### src/rtl/tcp_decoder_if.sv
// Segment-stream bus between the IP receive path (master) and the TCP decoder (slave).
// Carries the pseudo-header context, the word stream and every parsed result.
interface tcp_decoder_if;
    logic        start;
    logic [31:0] src_ip;
    logic [31:0] dest_ip;
    logic [15:0] len_in;
    logic [31:0] data;
    logic        data_av;

    logic [15:0] src_port;
    logic [15:0] dest_port;
    logic [31:0] seq_num;
    logic [31:0] ack_num;
    logic [3:0]  data_offset;
    logic [5:0]  flags;
    logic [15:0] window;
    logic [15:0] checksum_rx;
    logic [15:0] urg_ptr;
    logic [15:0] mss;
    logic        mss_av;
    logic [7:0]  scale_wnd;
    logic        scale_av;
    logic [31:0] pkg_data;
    logic        wr_en;
    logic [15:0] len_out;
    logic        fin;
    logic        checksum_ok;
    logic        hdr_err;

    modport master (
        output start, src_ip, dest_ip, len_in, data, data_av,
        input  src_port, dest_port, seq_num, ack_num, data_offset, flags, window,
               checksum_rx, urg_ptr, mss, mss_av, scale_wnd, scale_av,
               pkg_data, wr_en, len_out, fin, checksum_ok, hdr_err
    );

    modport slave (
        input  start, src_ip, dest_ip, len_in, data, data_av,
        output src_port, dest_port, seq_num, ack_num, data_offset, flags, window,
               checksum_rx, urg_ptr, mss, mss_av, scale_wnd, scale_av,
               pkg_data, wr_en, len_out, fin, checksum_ok, hdr_err
    );
endinterface

### src/rtl/tcp_decoder.sv
// TCP segment receiver: parses header and MSS/window-scale options, forwards payload
// words and verifies the one's-complement checksum including the pseudo-header.
module tcp_decoder #(
    parameter int MAX_OPT_WORDS = 10
) (
    input  logic          clk,
    input  logic          reset,
    tcp_decoder_if.slave  bus
);

    typedef enum logic [3:0] {
        S_IDLE, S_HDR_1, S_HDR_2, S_HDR_3, S_HDR_4, S_HDR_5, S_OPTION, S_DATA, S_FIN
    } state_t;

    typedef struct packed {
        logic [15:0] src_port;
        logic [15:0] dest_port;
        logic [31:0] seq_num;
        logic [31:0] ack_num;
        logic [3:0]  data_offset;
        logic [5:0]  flags;
        logic [15:0] window;
        logic [15:0] checksum_rx;
        logic [15:0] urg_ptr;
    } hdr_t;

    // 32-bit add with the carry wrapped back in; one wrap is always enough.
    function automatic logic [31:0] csum_add(input logic [31:0] a, input logic [31:0] b);
        logic [32:0] s;
        s = {1'b0, a} + {1'b0, b};
        return s[31:0] + {31'd0, s[32]};
    endfunction

    state_t      state_q, state_d;
    hdr_t        hdr_q, hdr_d;
    logic [15:0] mss_q, mss_d;
    logic        mss_av_q, mss_av_d;
    logic [7:0]  scale_q, scale_d;
    logic        scale_av_q, scale_av_d;
    logic [31:0] pkg_q, pkg_d;
    logic        wr_en_q, wr_en_d;
    logic [15:0] len_out_q, len_out_d;
    logic [15:0] bytes_left_q, bytes_left_d;
    logic [3:0]  opt_cnt_q, opt_cnt_d;
    logic        fin_q, fin_d;
    logic        ok_q, ok_d;
    logic        err_q, err_d;
    logic [31:0] sum_q, sum_d;

    logic [31:0] pseudo_sum;
    logic [15:0] hdr_bytes;
    logic        off_err;
    logic [31:0] pay_mask;
    logic [31:0] pay_word;
    logic [31:0] sum_add;
    logic [15:0] bl_next;
    logic [16:0] fold1;
    logic [15:0] fold2;

    always_comb begin
        pseudo_sum = csum_add(csum_add(bus.src_ip, bus.dest_ip), {16'h0006, bus.len_in});
        hdr_bytes  = {10'd0, bus.data[31:28], 2'b00};
        off_err    = (bus.data[31:28] < 4'd5)
                  || (32'(bus.data[31:28]) > 32'(5 + MAX_OPT_WORDS))
                  || (hdr_bytes > bus.len_in);

        // Big-endian: the first bytes of the stream sit in the high lanes.
        case (bytes_left_q)
            16'd1:   pay_mask = 32'hFF00_0000;
            16'd2:   pay_mask = 32'hFFFF_0000;
            16'd3:   pay_mask = 32'hFFFF_FF00;
            default: pay_mask = 32'hFFFF_FFFF;
        endcase
        pay_word = bus.data & pay_mask;
        bl_next  = (bytes_left_q > 16'd4) ? bytes_left_q - 16'd4 : 16'd0;
        sum_add  = csum_add(sum_q, (state_q == S_DATA) ? pay_word : bus.data);
    end

    always_comb begin
        state_d      = state_q;
        hdr_d        = hdr_q;
        mss_d        = mss_q;
        mss_av_d     = mss_av_q;
        scale_d      = scale_q;
        scale_av_d   = scale_av_q;
        pkg_d        = pkg_q;
        wr_en_d      = 1'b0;
        len_out_d    = len_out_q;
        bytes_left_d = bytes_left_q;
        opt_cnt_d    = opt_cnt_q;
        fin_d        = fin_q;
        ok_d         = ok_q;
        err_d        = err_q;
        sum_d        = sum_q;

        case (state_q)
            S_IDLE, S_FIN: begin
                if (bus.start) begin
                    state_d    = S_HDR_1;
                    mss_av_d   = 1'b0;
                    scale_av_d = 1'b0;
                    err_d      = 1'b0;
                    fin_d      = 1'b0;
                    ok_d       = 1'b0;
                    sum_d      = pseudo_sum;
                end
            end
            S_HDR_1: if (bus.data_av) begin
                hdr_d.src_port  = bus.data[31:16];
                hdr_d.dest_port = bus.data[15:0];
                sum_d           = sum_add;
                state_d         = S_HDR_2;
            end
            S_HDR_2: if (bus.data_av) begin
                hdr_d.seq_num = bus.data;
                sum_d         = sum_add;
                state_d       = S_HDR_3;
            end
            S_HDR_3: if (bus.data_av) begin
                hdr_d.ack_num = bus.data;
                sum_d         = sum_add;
                state_d       = S_HDR_4;
            end
            S_HDR_4: if (bus.data_av) begin
                hdr_d.data_offset = bus.data[31:28];
                hdr_d.flags       = bus.data[21:16];
                hdr_d.window      = bus.data[15:0];
                err_d             = off_err;
                len_out_d         = off_err ? 16'd0 : bus.len_in - hdr_bytes;
                bytes_left_d      = len_out_d;
                sum_d             = sum_add;
                state_d           = S_HDR_5;
            end
            S_HDR_5: if (bus.data_av) begin
                hdr_d.checksum_rx = bus.data[31:16];
                hdr_d.urg_ptr     = bus.data[15:0];
                sum_d             = sum_add;
                if (err_q)
                    state_d = S_FIN;
                else if (hdr_q.data_offset > 4'd5) begin
                    state_d   = S_OPTION;
                    opt_cnt_d = hdr_q.data_offset - 4'd5;
                end else if (len_out_q != 16'd0)
                    state_d = S_DATA;
                else
                    state_d = S_FIN;
            end
            S_OPTION: if (bus.data_av) begin
                if (bus.data[31:16] == 16'h0204) begin
                    mss_d    = bus.data[15:0];
                    mss_av_d = 1'b1;
                end
                if (bus.data[31:8] == 24'h010303) begin
                    scale_d    = bus.data[7:0];
                    scale_av_d = 1'b1;
                end
                sum_d     = sum_add;
                opt_cnt_d = opt_cnt_q - 4'd1;
                if (opt_cnt_q == 4'd1)
                    state_d = (bytes_left_q != 16'd0) ? S_DATA : S_FIN;
            end
            S_DATA: if (bus.data_av) begin
                pkg_d        = pay_word;
                wr_en_d      = 1'b1;
                sum_d        = sum_add;
                bytes_left_d = bl_next;
                if (bl_next == 16'd0)
                    state_d = S_FIN;
            end
            default: state_d = S_IDLE;
        endcase

        // Verdict is latched on the edge that enters FIN so it is valid together with fin.
        fold1 = {1'b0, sum_d[31:16]} + {1'b0, sum_d[15:0]};
        fold2 = fold1[15:0] + {15'd0, fold1[16]};
        if (state_d == S_FIN && state_q != S_FIN) begin
            fin_d = 1'b1;
            ok_d  = !err_d && (fold2 == 16'hFFFF || fold2 == 16'h0000);
        end
    end

    always_ff @(posedge clk or negedge reset) begin
        if (!reset) begin
            state_q      <= S_IDLE;
            hdr_q        <= '0;
            mss_q        <= '0;
            mss_av_q     <= 1'b0;
            scale_q      <= '0;
            scale_av_q   <= 1'b0;
            pkg_q        <= '0;
            wr_en_q      <= 1'b0;
            len_out_q    <= '0;
            bytes_left_q <= '0;
            opt_cnt_q    <= '0;
            fin_q        <= 1'b0;
            ok_q         <= 1'b0;
            err_q        <= 1'b0;
            sum_q        <= '0;
        end else begin
            state_q      <= state_d;
            hdr_q        <= hdr_d;
            mss_q        <= mss_d;
            mss_av_q     <= mss_av_d;
            scale_q      <= scale_d;
            scale_av_q   <= scale_av_d;
            pkg_q        <= pkg_d;
            wr_en_q      <= wr_en_d;
            len_out_q    <= len_out_d;
            bytes_left_q <= bytes_left_d;
            opt_cnt_q    <= opt_cnt_d;
            fin_q        <= fin_d;
            ok_q         <= ok_d;
            err_q        <= err_d;
            sum_q        <= sum_d;
        end
    end

    assign bus.src_port    = hdr_q.src_port;
    assign bus.dest_port   = hdr_q.dest_port;
    assign bus.seq_num     = hdr_q.seq_num;
    assign bus.ack_num     = hdr_q.ack_num;
    assign bus.data_offset = hdr_q.data_offset;
    assign bus.flags       = hdr_q.flags;
    assign bus.window      = hdr_q.window;
    assign bus.checksum_rx = hdr_q.checksum_rx;
    assign bus.urg_ptr     = hdr_q.urg_ptr;
    assign bus.mss         = mss_q;
    assign bus.mss_av      = mss_av_q;
    assign bus.scale_wnd   = scale_q;
    assign bus.scale_av    = scale_av_q;
    assign bus.pkg_data    = pkg_q;
    assign bus.wr_en       = wr_en_q;
    assign bus.len_out     = len_out_q;
    assign bus.fin         = fin_q;
    assign bus.checksum_ok = ok_q;
    assign bus.hdr_err     = err_q;

endmodule

### src/flat_wrapper.sv
// flat-port wrapper written by rule: the top's interface ports become plain ports
module tcp_decoder_flat 
#(
    parameter int MAX_OPT_WORDS = 10
)
  (clk, reset, bus_start, bus_src_ip, bus_dest_ip, bus_len_in, bus_data, bus_data_av, bus_src_port, bus_dest_port, bus_seq_num, bus_ack_num, bus_data_offset, bus_flags, bus_window, bus_checksum_rx, bus_urg_ptr, bus_mss, bus_mss_av, bus_scale_wnd, bus_scale_av, bus_pkg_data, bus_wr_en, bus_len_out, bus_fin, bus_checksum_ok, bus_hdr_err);
  tcp_decoder_if bus_i ();
  input  logic clk;
  input  logic reset;
  input wire logic [$bits(bus_i.start)-1:0] bus_start;
  input wire logic [$bits(bus_i.src_ip)-1:0] bus_src_ip;
  input wire logic [$bits(bus_i.dest_ip)-1:0] bus_dest_ip;
  input wire logic [$bits(bus_i.len_in)-1:0] bus_len_in;
  input wire logic [$bits(bus_i.data)-1:0] bus_data;
  input wire logic [$bits(bus_i.data_av)-1:0] bus_data_av;
  output wire logic [$bits(bus_i.src_port)-1:0] bus_src_port;
  output wire logic [$bits(bus_i.dest_port)-1:0] bus_dest_port;
  output wire logic [$bits(bus_i.seq_num)-1:0] bus_seq_num;
  output wire logic [$bits(bus_i.ack_num)-1:0] bus_ack_num;
  output wire logic [$bits(bus_i.data_offset)-1:0] bus_data_offset;
  output wire logic [$bits(bus_i.flags)-1:0] bus_flags;
  output wire logic [$bits(bus_i.window)-1:0] bus_window;
  output wire logic [$bits(bus_i.checksum_rx)-1:0] bus_checksum_rx;
  output wire logic [$bits(bus_i.urg_ptr)-1:0] bus_urg_ptr;
  output wire logic [$bits(bus_i.mss)-1:0] bus_mss;
  output wire logic [$bits(bus_i.mss_av)-1:0] bus_mss_av;
  output wire logic [$bits(bus_i.scale_wnd)-1:0] bus_scale_wnd;
  output wire logic [$bits(bus_i.scale_av)-1:0] bus_scale_av;
  output wire logic [$bits(bus_i.pkg_data)-1:0] bus_pkg_data;
  output wire logic [$bits(bus_i.wr_en)-1:0] bus_wr_en;
  output wire logic [$bits(bus_i.len_out)-1:0] bus_len_out;
  output wire logic [$bits(bus_i.fin)-1:0] bus_fin;
  output wire logic [$bits(bus_i.checksum_ok)-1:0] bus_checksum_ok;
  output wire logic [$bits(bus_i.hdr_err)-1:0] bus_hdr_err;
  assign bus_i.start = bus_start;
  assign bus_i.src_ip = bus_src_ip;
  assign bus_i.dest_ip = bus_dest_ip;
  assign bus_i.len_in = bus_len_in;
  assign bus_i.data = bus_data;
  assign bus_i.data_av = bus_data_av;
  assign bus_src_port = bus_i.src_port;
  assign bus_dest_port = bus_i.dest_port;
  assign bus_seq_num = bus_i.seq_num;
  assign bus_ack_num = bus_i.ack_num;
  assign bus_data_offset = bus_i.data_offset;
  assign bus_flags = bus_i.flags;
  assign bus_window = bus_i.window;
  assign bus_checksum_rx = bus_i.checksum_rx;
  assign bus_urg_ptr = bus_i.urg_ptr;
  assign bus_mss = bus_i.mss;
  assign bus_mss_av = bus_i.mss_av;
  assign bus_scale_wnd = bus_i.scale_wnd;
  assign bus_scale_av = bus_i.scale_av;
  assign bus_pkg_data = bus_i.pkg_data;
  assign bus_wr_en = bus_i.wr_en;
  assign bus_len_out = bus_i.len_out;
  assign bus_fin = bus_i.fin;
  assign bus_checksum_ok = bus_i.checksum_ok;
  assign bus_hdr_err = bus_i.hdr_err;
  tcp_decoder #(.MAX_OPT_WORDS(MAX_OPT_WORDS)) u_core (.clk(clk), .reset(reset), .bus(bus_i));
endmodule
### config.mk
export PLATFORM = sky130hd
export DESIGN_NAME = tcp_decoder_flat
export DESIGN_NICKNAME = d
export VERILOG_FILES = /design/src/rtl/tcp_decoder_if.sv /design/src/rtl/tcp_decoder.sv /design/src/flat_wrapper.sv
export SDC_FILE = /design/constraint.sdc
export NUM_CORES = 1
export LEC_CHECK = 0
export BUFFER_PORTS_ARGS = -buffer_cell sky130_fd_sc_hd__buf_4
export CAP_MARGIN = 10
export CORE_MARGIN = 2
export CORE_UTILIZATION = 62
export CTS_CLUSTER_DIAMETER = 60
export DETAILED_ROUTE_END_ITERATION = 10
export PLACE_DENSITY_LB_ADDON = 0.2
export SYNTH_ARGS = -nofsm -noshare
export SYNTH_HDL_FRONTEND = slang
export SYNTH_SLANG_ARGS = --single-unit
### constraint.sdc
create_clock -name clk -period 17.4 [get_ports clk]
set_input_delay 0 -clock clk [delete_from_list [all_inputs] [get_ports clk]]
set_output_delay 0 -clock clk [all_outputs]
set_load 0.1 [all_outputs]
### After elaboration in Yosys (flattened, before gate mapping)

Cells that the tools add are included.

| word-level totals | value |
|---|---|
| bits in registers | 288 |
| input bits | 116 |

| operators by class | value |
|---|---|
| $lt $le $gt $ge | 4 |
| reductions and logical operators | 30 |
| equal/unequal tests | 26 |
| muxes and demuxes | 45 |
| bitwise gates (word level) | 1 |
| add/sub/neg operators | 12 |

Operators by type and width:

| kind | count |
|---|---|
| adder 32 x 1 -> 32 bit | 3 |
| 2-to-1 mux 32 bit | 3 |
| 2-to-1 mux 4 bit | 18 |
| one-hot mux 24 bit (3 select lines) | 1 |
| adder 32 x 32 -> 33 bit | 2 |
| 2-to-1 mux 16 bit | 4 |
| one-hot mux 32 bit (2 select lines) | 1 |
| adder 32 x 19 -> 33 bit | 1 |
| AND 32 bit | 1 |
| equality test 16 x 2 -> 1 bit (second input constant) | 2 |
| zero test 16 bit | 2 |
| one-hot mux 16 bit (2 select lines) | 1 |
| one-hot mux 4 bit (8 select lines) | 1 |
| nonzero test 16 bit | 2 |
| equality test 24 x 17 -> 1 bit (second input constant) | 1 |
| adder 16 x 16 -> 17 bit | 1 |
| adder 16 x 1 -> 16 bit | 1 |
| equality test 16 x 1 -> 1 bit (second input constant) | 1 |
| equality test 16 x 10 -> 1 bit (second input constant) | 1 |
| equality test 16 bit (second input constant) | 1 |
| equality test 4 x 3 -> 1 bit (second input constant) | 4 |
| > comparator 16 x 3 -> 1 bit (second input constant) | 1 |
| > comparator 6 x 16 -> 1 bit | 1 |
| subtractor 16 x 3 -> 16 bit (second input constant) | 1 |
| 25 further kinds | 63 |

### Longest topological paths before layout

| logic depth | value |
|---|---|
| depth after elaboration | 14 |
| mapped depth | 76 |
| gate-level depth less buffers | 73 |

### Least setup slack after synthesis

No wires, ideal clock.

| path | value |
|---|---|
| path type | input -> register |
| start point | input port bus_dest_ip[0] |
| end point | register u_core.ok_q (netlist: u_core.bus.checksum_ok) |
| buffers on the path | 3 |
| cell stages on the path | 74 |
| data arrival time | 13182 ps |
| path slack | 4122 ps |
| data required time | 17305 ps |
| path through | ha_1 -> fa_1 -> a211oi_2 -> o21ai_1 -> a211oi_1 -> nor4bb_1 -> o21a_1 -> o21ai_0 -> a211o_1 -> nand2b_1 -> a21oi_1 -> or2_2 -> a21o_1 -> a21o_1 -> ha_1 -> and4_1 -> mux2i_1 -> nor4b_2 -> (+38 left out) -> o21ai_1 -> nand2_1 -> nand2_1 -> a21o_1 -> ha_1 -> ha_1 -> nand2_1 -> nor3_1 -> and3_1 -> and2_1 -> and4_1 -> buf_1 -> nand2b_1 -> nor2_1 -> nor2_1 -> a2111oi_2 -> a31oi_1 -> o31ai_1 |

| on the way | value |
|---|---|
| cells in the longest elaborated chain, start to end | 12 |

RTL lines:

| item | line | text |
|---|---|---|
| from (decl) | flat_wrapper.sv:12 | `input wire logic [$bits(bus_i.dest_ip)-1:0] bus_dest_ip;` |
| adder 32 x 32 -> 33 bit * | tcp_decoder.sv:30 | `s = {1'b0, a} + {1'b0, b};` |
| adder 32 x 1 -> 32 bit * | tcp_decoder.sv:31 | `return s[31:0] + {31'd0, s[32]};` |
| adder 32 x 19 -> 33 bit * | tcp_decoder.sv:30 |  |
| adder 32 x 1 -> 32 bit * | tcp_decoder.sv:31 |  |
| 2-to-1 mux 32 bit * | tcp_decoder.sv:98 | `if (bus.start) begin` |
| one-hot mux 32 bit (2 select lines) * | tcp_decoder.sv:96 | `case (state_q)` |
| via u_core.sum_d[20] | tcp_decoder.sv:48 | `logic [31:0] sum_q, sum_d;` |
| adder 16 x 16 -> 17 bit * | tcp_decoder.sv:174 | `fold1 = {1'b0, sum_d[31:16]} + {1'b0, sum_d[15:0]};` |
| adder 16 x 1 -> 16 bit * | tcp_decoder.sv:175 | `fold2 = fold1[15:0] + {15'd0, fold1[16]};` |
| equality test 16 bit or zero test 16 bit (tied branches) | tcp_decoder.sv:178 | `ok_d = !err_d && (fold2 == 16'hFFFF \|\| fold2 == 16'h0000);` |
| logical OR 1 bit * | tcp_decoder.sv:178 |  |
| logical AND 1 bit * | tcp_decoder.sv:178 |  |
| 2-to-1 mux 1 bit * | tcp_decoder.sv:176 | `if (state_d == S_FIN && state_q != S_FIN) begin` |
| to (signal assigned) | tcp_decoder.sv:212 | `ok_q <= ok_d;` |
| to (decl) | tcp_decoder.sv:46 | `logic ok_q, ok_d;` |

Mark *: on every way through the listed nets, which the timed path passes. The rest lies on a longest branch.
A chain may end at the register's enable or synchronous reset.

### Worst setup path in the final report

| path | value |
|---|---|
| start point | input port bus_dest_ip[4] |
| end point | register u_core.ok_q (netlist: u_core.bus.checksum_ok) |

The elaborated chain is that of the path after synthesis.

==> run_results.csv <==
group,metric,value,unit
logic_synthesis,synth_top_area_share,0.355,
global_route,grt_pass1_vias,18612,
worst_setup_path,worst_path_most_repeated_cell,"ha_1",
global_route,grt_pass1_wl,102,mm
logic_synthesis,synth-edff-count,0,
run_status,status,"finished, final reports clean",
logic_synthesis,synth_nets,2378,
floorplan,die_h,185,um
route,remaining_drc_errors,0,
global_route,grtUsageMet1,0.460,
timing,finalSetupViolations,0,
layout,area_delta_synth_final,22.1,%
logic_synthesis,synth_flop_cell,"dfrtp_1",
floorplan,dieArea,34200,um^2
route,vias,19150,
worst_hold_path,hp-class,"in2reg",
logic_synthesis,ys_ff_latch,288,
worst_setup_path,max_stage_delay,0.77,ns
timing,maxSlewHeadroom,0.279,
logic_synthesis,yosysSeqAreaShare,0.355,
global_route,grt_use_met2,0.648,
floorplan,floorplan.initialDensity,0.626,
timing,period_minus_slack,15.37,ns
floorplan,coreArea,32400,um^2
logic_synthesis,synth_top_area_cell,"dfrtp_1",
logic_synthesis,synth_cell_types,94,
placement,port_buffers,347,
clock_network,cts_buffers,29,
layout,design_area,24800,um^2
clock_network,clockRootBuffer,"clkbuf_16",
clock_network,cts_sinks,288,
clock_network,clkLatencyLatePin,0.57,ns
logic_synthesis,syn-cell-area,20300,um^2
route,finalWirelength,67.4,mm
clock_network,cts_setup_buffers,0,
route,drt_iter0_drc,1597,
route,vias_per_cell,6.43,
timing,slew_violations,0,
timing,fin_tns_setup,0,ns
logic_synthesis,async_flop_share,1.00,
placement,place_area,23300,um^2
route,avgRoutedWirePerCell,22.6,um
logic_synthesis,syn_area_per_cell,9.47,um^2
worst_setup_path,worstPathMaxFanout,10,
timing,hold_viol_final,0,
route,dr.pass1.iters,5,
flow_run,max-cap-violations,0,
floorplan,placementRows,66,
worst_setup_path,cp.required,17.84,ns
clock_network,cts_tree,"done",
clock_network,clk_pin_slew,0.07,ns
clock_network,cts-htree-levels,1,
logic_synthesis,ys_warn_count,0,
layout,fin_nets,2746,
global_route,antenna_found_initial,3,
timing,period_share,0.883,
worst_setup_path,crit_slowest_cell,"nor4bb_1",
worst_setup_path,crit_type,"in2reg",
worst_setup_path,endpoint_kind,"register",
global_route,grtUsageMet3,0.0820,
logic_synthesis,synth_cells,2142,
timing,clock_skew,0.0162,ns
placement,dpl.hpwl,47.9,mm
logic_synthesis,synthTopCellsByArea,"dfrtp_1, mux2_2, ha_1",
timing,worst_pin_slew,1.08,ns
clock_network,clockBufferDepth,3,
timing,rsz0062_at_grt,"no",
route,ant_nets,0,
worst_setup_path,critPathArrivalTime,15.81,ns
layout,drive_above_1_share,0.253,
worst_setup_path,startpoint_type,"primary input",
global_route,gr-usage-all-layers,0.380,
placement,finalWeightedCongestion,1.05,
global_route,grt_max_degree,130,
floorplan,io_pins,348,
logic_synthesis,synth_most_common_cell,"dfrtp_1",
floorplan,die_x,185,um
timing,fmax,65.1,MHz
logic_synthesis,synth_common_cells,"dfrtp_1, mux2_2, nand2_1, o21ai_0, nor2_1",
global_route,busiest_layer,"met2",
timing,hold_ws,0.00864,ns
global_route,grt.overflow.total,0,
[worst paths after layout]
kind                       slack (ns)  cells past startpoint              startpoint                 endpoint
max                              2.03                     69          bus_dest_ip[4]   u_core.bus.checksum_ok
max in group asynchronous       15.26                      4                   reset  u_core.bus.dest_port[7]
max reg2reg                      3.78                     58  u_core.bytes_left_q[8]   u_core.bus.checksum_ok
min reg2reg                      0.48                      2       u_core.bus.mss_av        u_core.bus.mss_av
min in group asynchronous        0.12                      2                   reset    u_core.bus.len_out[8]
min                             0.009                      4          bus_len_in[14]  u_core.bytes_left_q[14]
[metrics by stage]
stage / utilization / cells / worst slack, ns
5_1_grt: 0.765 / 2976 / 0.729
4_1_cts: 0.765 / 2974 / 2.37
3_3_place_gp: 0.719 / 2872 / 2.47
6_report: 0.765 / 2976 / 2.03
3_5_place_dp: 0.719 / 2872 / 1.88
2_1_floorplan: - / 2142 / 4.12
[critical path: cells and delay by family]
kind / cells / cell delay (ns)
AOI/OAI and AO/OA: 26 / 5.17
xor gates and xnor gates: 2 / 0.38
adders and majority gates: 9 / 2.37
buffers and inverters: 2 / 0.18
and+or+nand+nor: 30 / 7.68
[layout make-up]
class,instances,area [um^2]
diodes,2,5.00
clock buffers,46,890
clock inverters,7,92.6
fillers,2255,7620
inverters,67,251
multi-input cells,1712,12500
flip-flops and latches,288,7210
well taps,442,553
repair buffers,412,3220
[flip-flops by register name (all words and copies together) (netlist names), 31 cells and up, named ones only]
| name | cells |
|---|---|
| u_core.bus.ack_num | 32 |
| u_core.bus.pkg_data | 32 |
| u_core.bus.seq_num | 32 |
| u_core.sum_q | 31 |
[routing by layer]
layer / share of wire / vias up
li1: - / 8634
met1: 0.38 / 9274
met2: 0.48 / 1024
met3: 0.088 / 218
met4: 0.048 / 0
met5: 0 / -
[timing repair]
item | CTS | global route
endpoints found under the hold margin | 349 | 0
resized for setup | 0 | 0
hold buffers | 49 | 0
[kinds of logic (layout without fill, tap and decap cells)]
family / Yosys count / in the layout / synth area share
mux: 183 / 183 / 0.101
compound gates: 557 / 557 / 0.186
fa+ha+maj: 120 / 120 / 0.0759
flops: 288 / 288 / 0.355
simple gates: 665 / 665 / 0.172
xor+xnor: 187 / 187 / 0.0817
buf+inv: 142 / 532 / 0.0272
other cells: 0 / 2 / 0
[layout by cell type (no fill, tap or decap), types with 67 or more instances in the layout]
cell,n
o21ai_0,134
nand2_1,162
xor2_1,78
dfrtp_1,288
a21oi_1,119
nor2_1,130
mux2_2,174
inv_1,67
ha_1,115
xnor2_1,108
buf_4,362
Power is not shown: default switching activity piles up to over one toggle a cycle in this logic, so the estimate is an artifact.
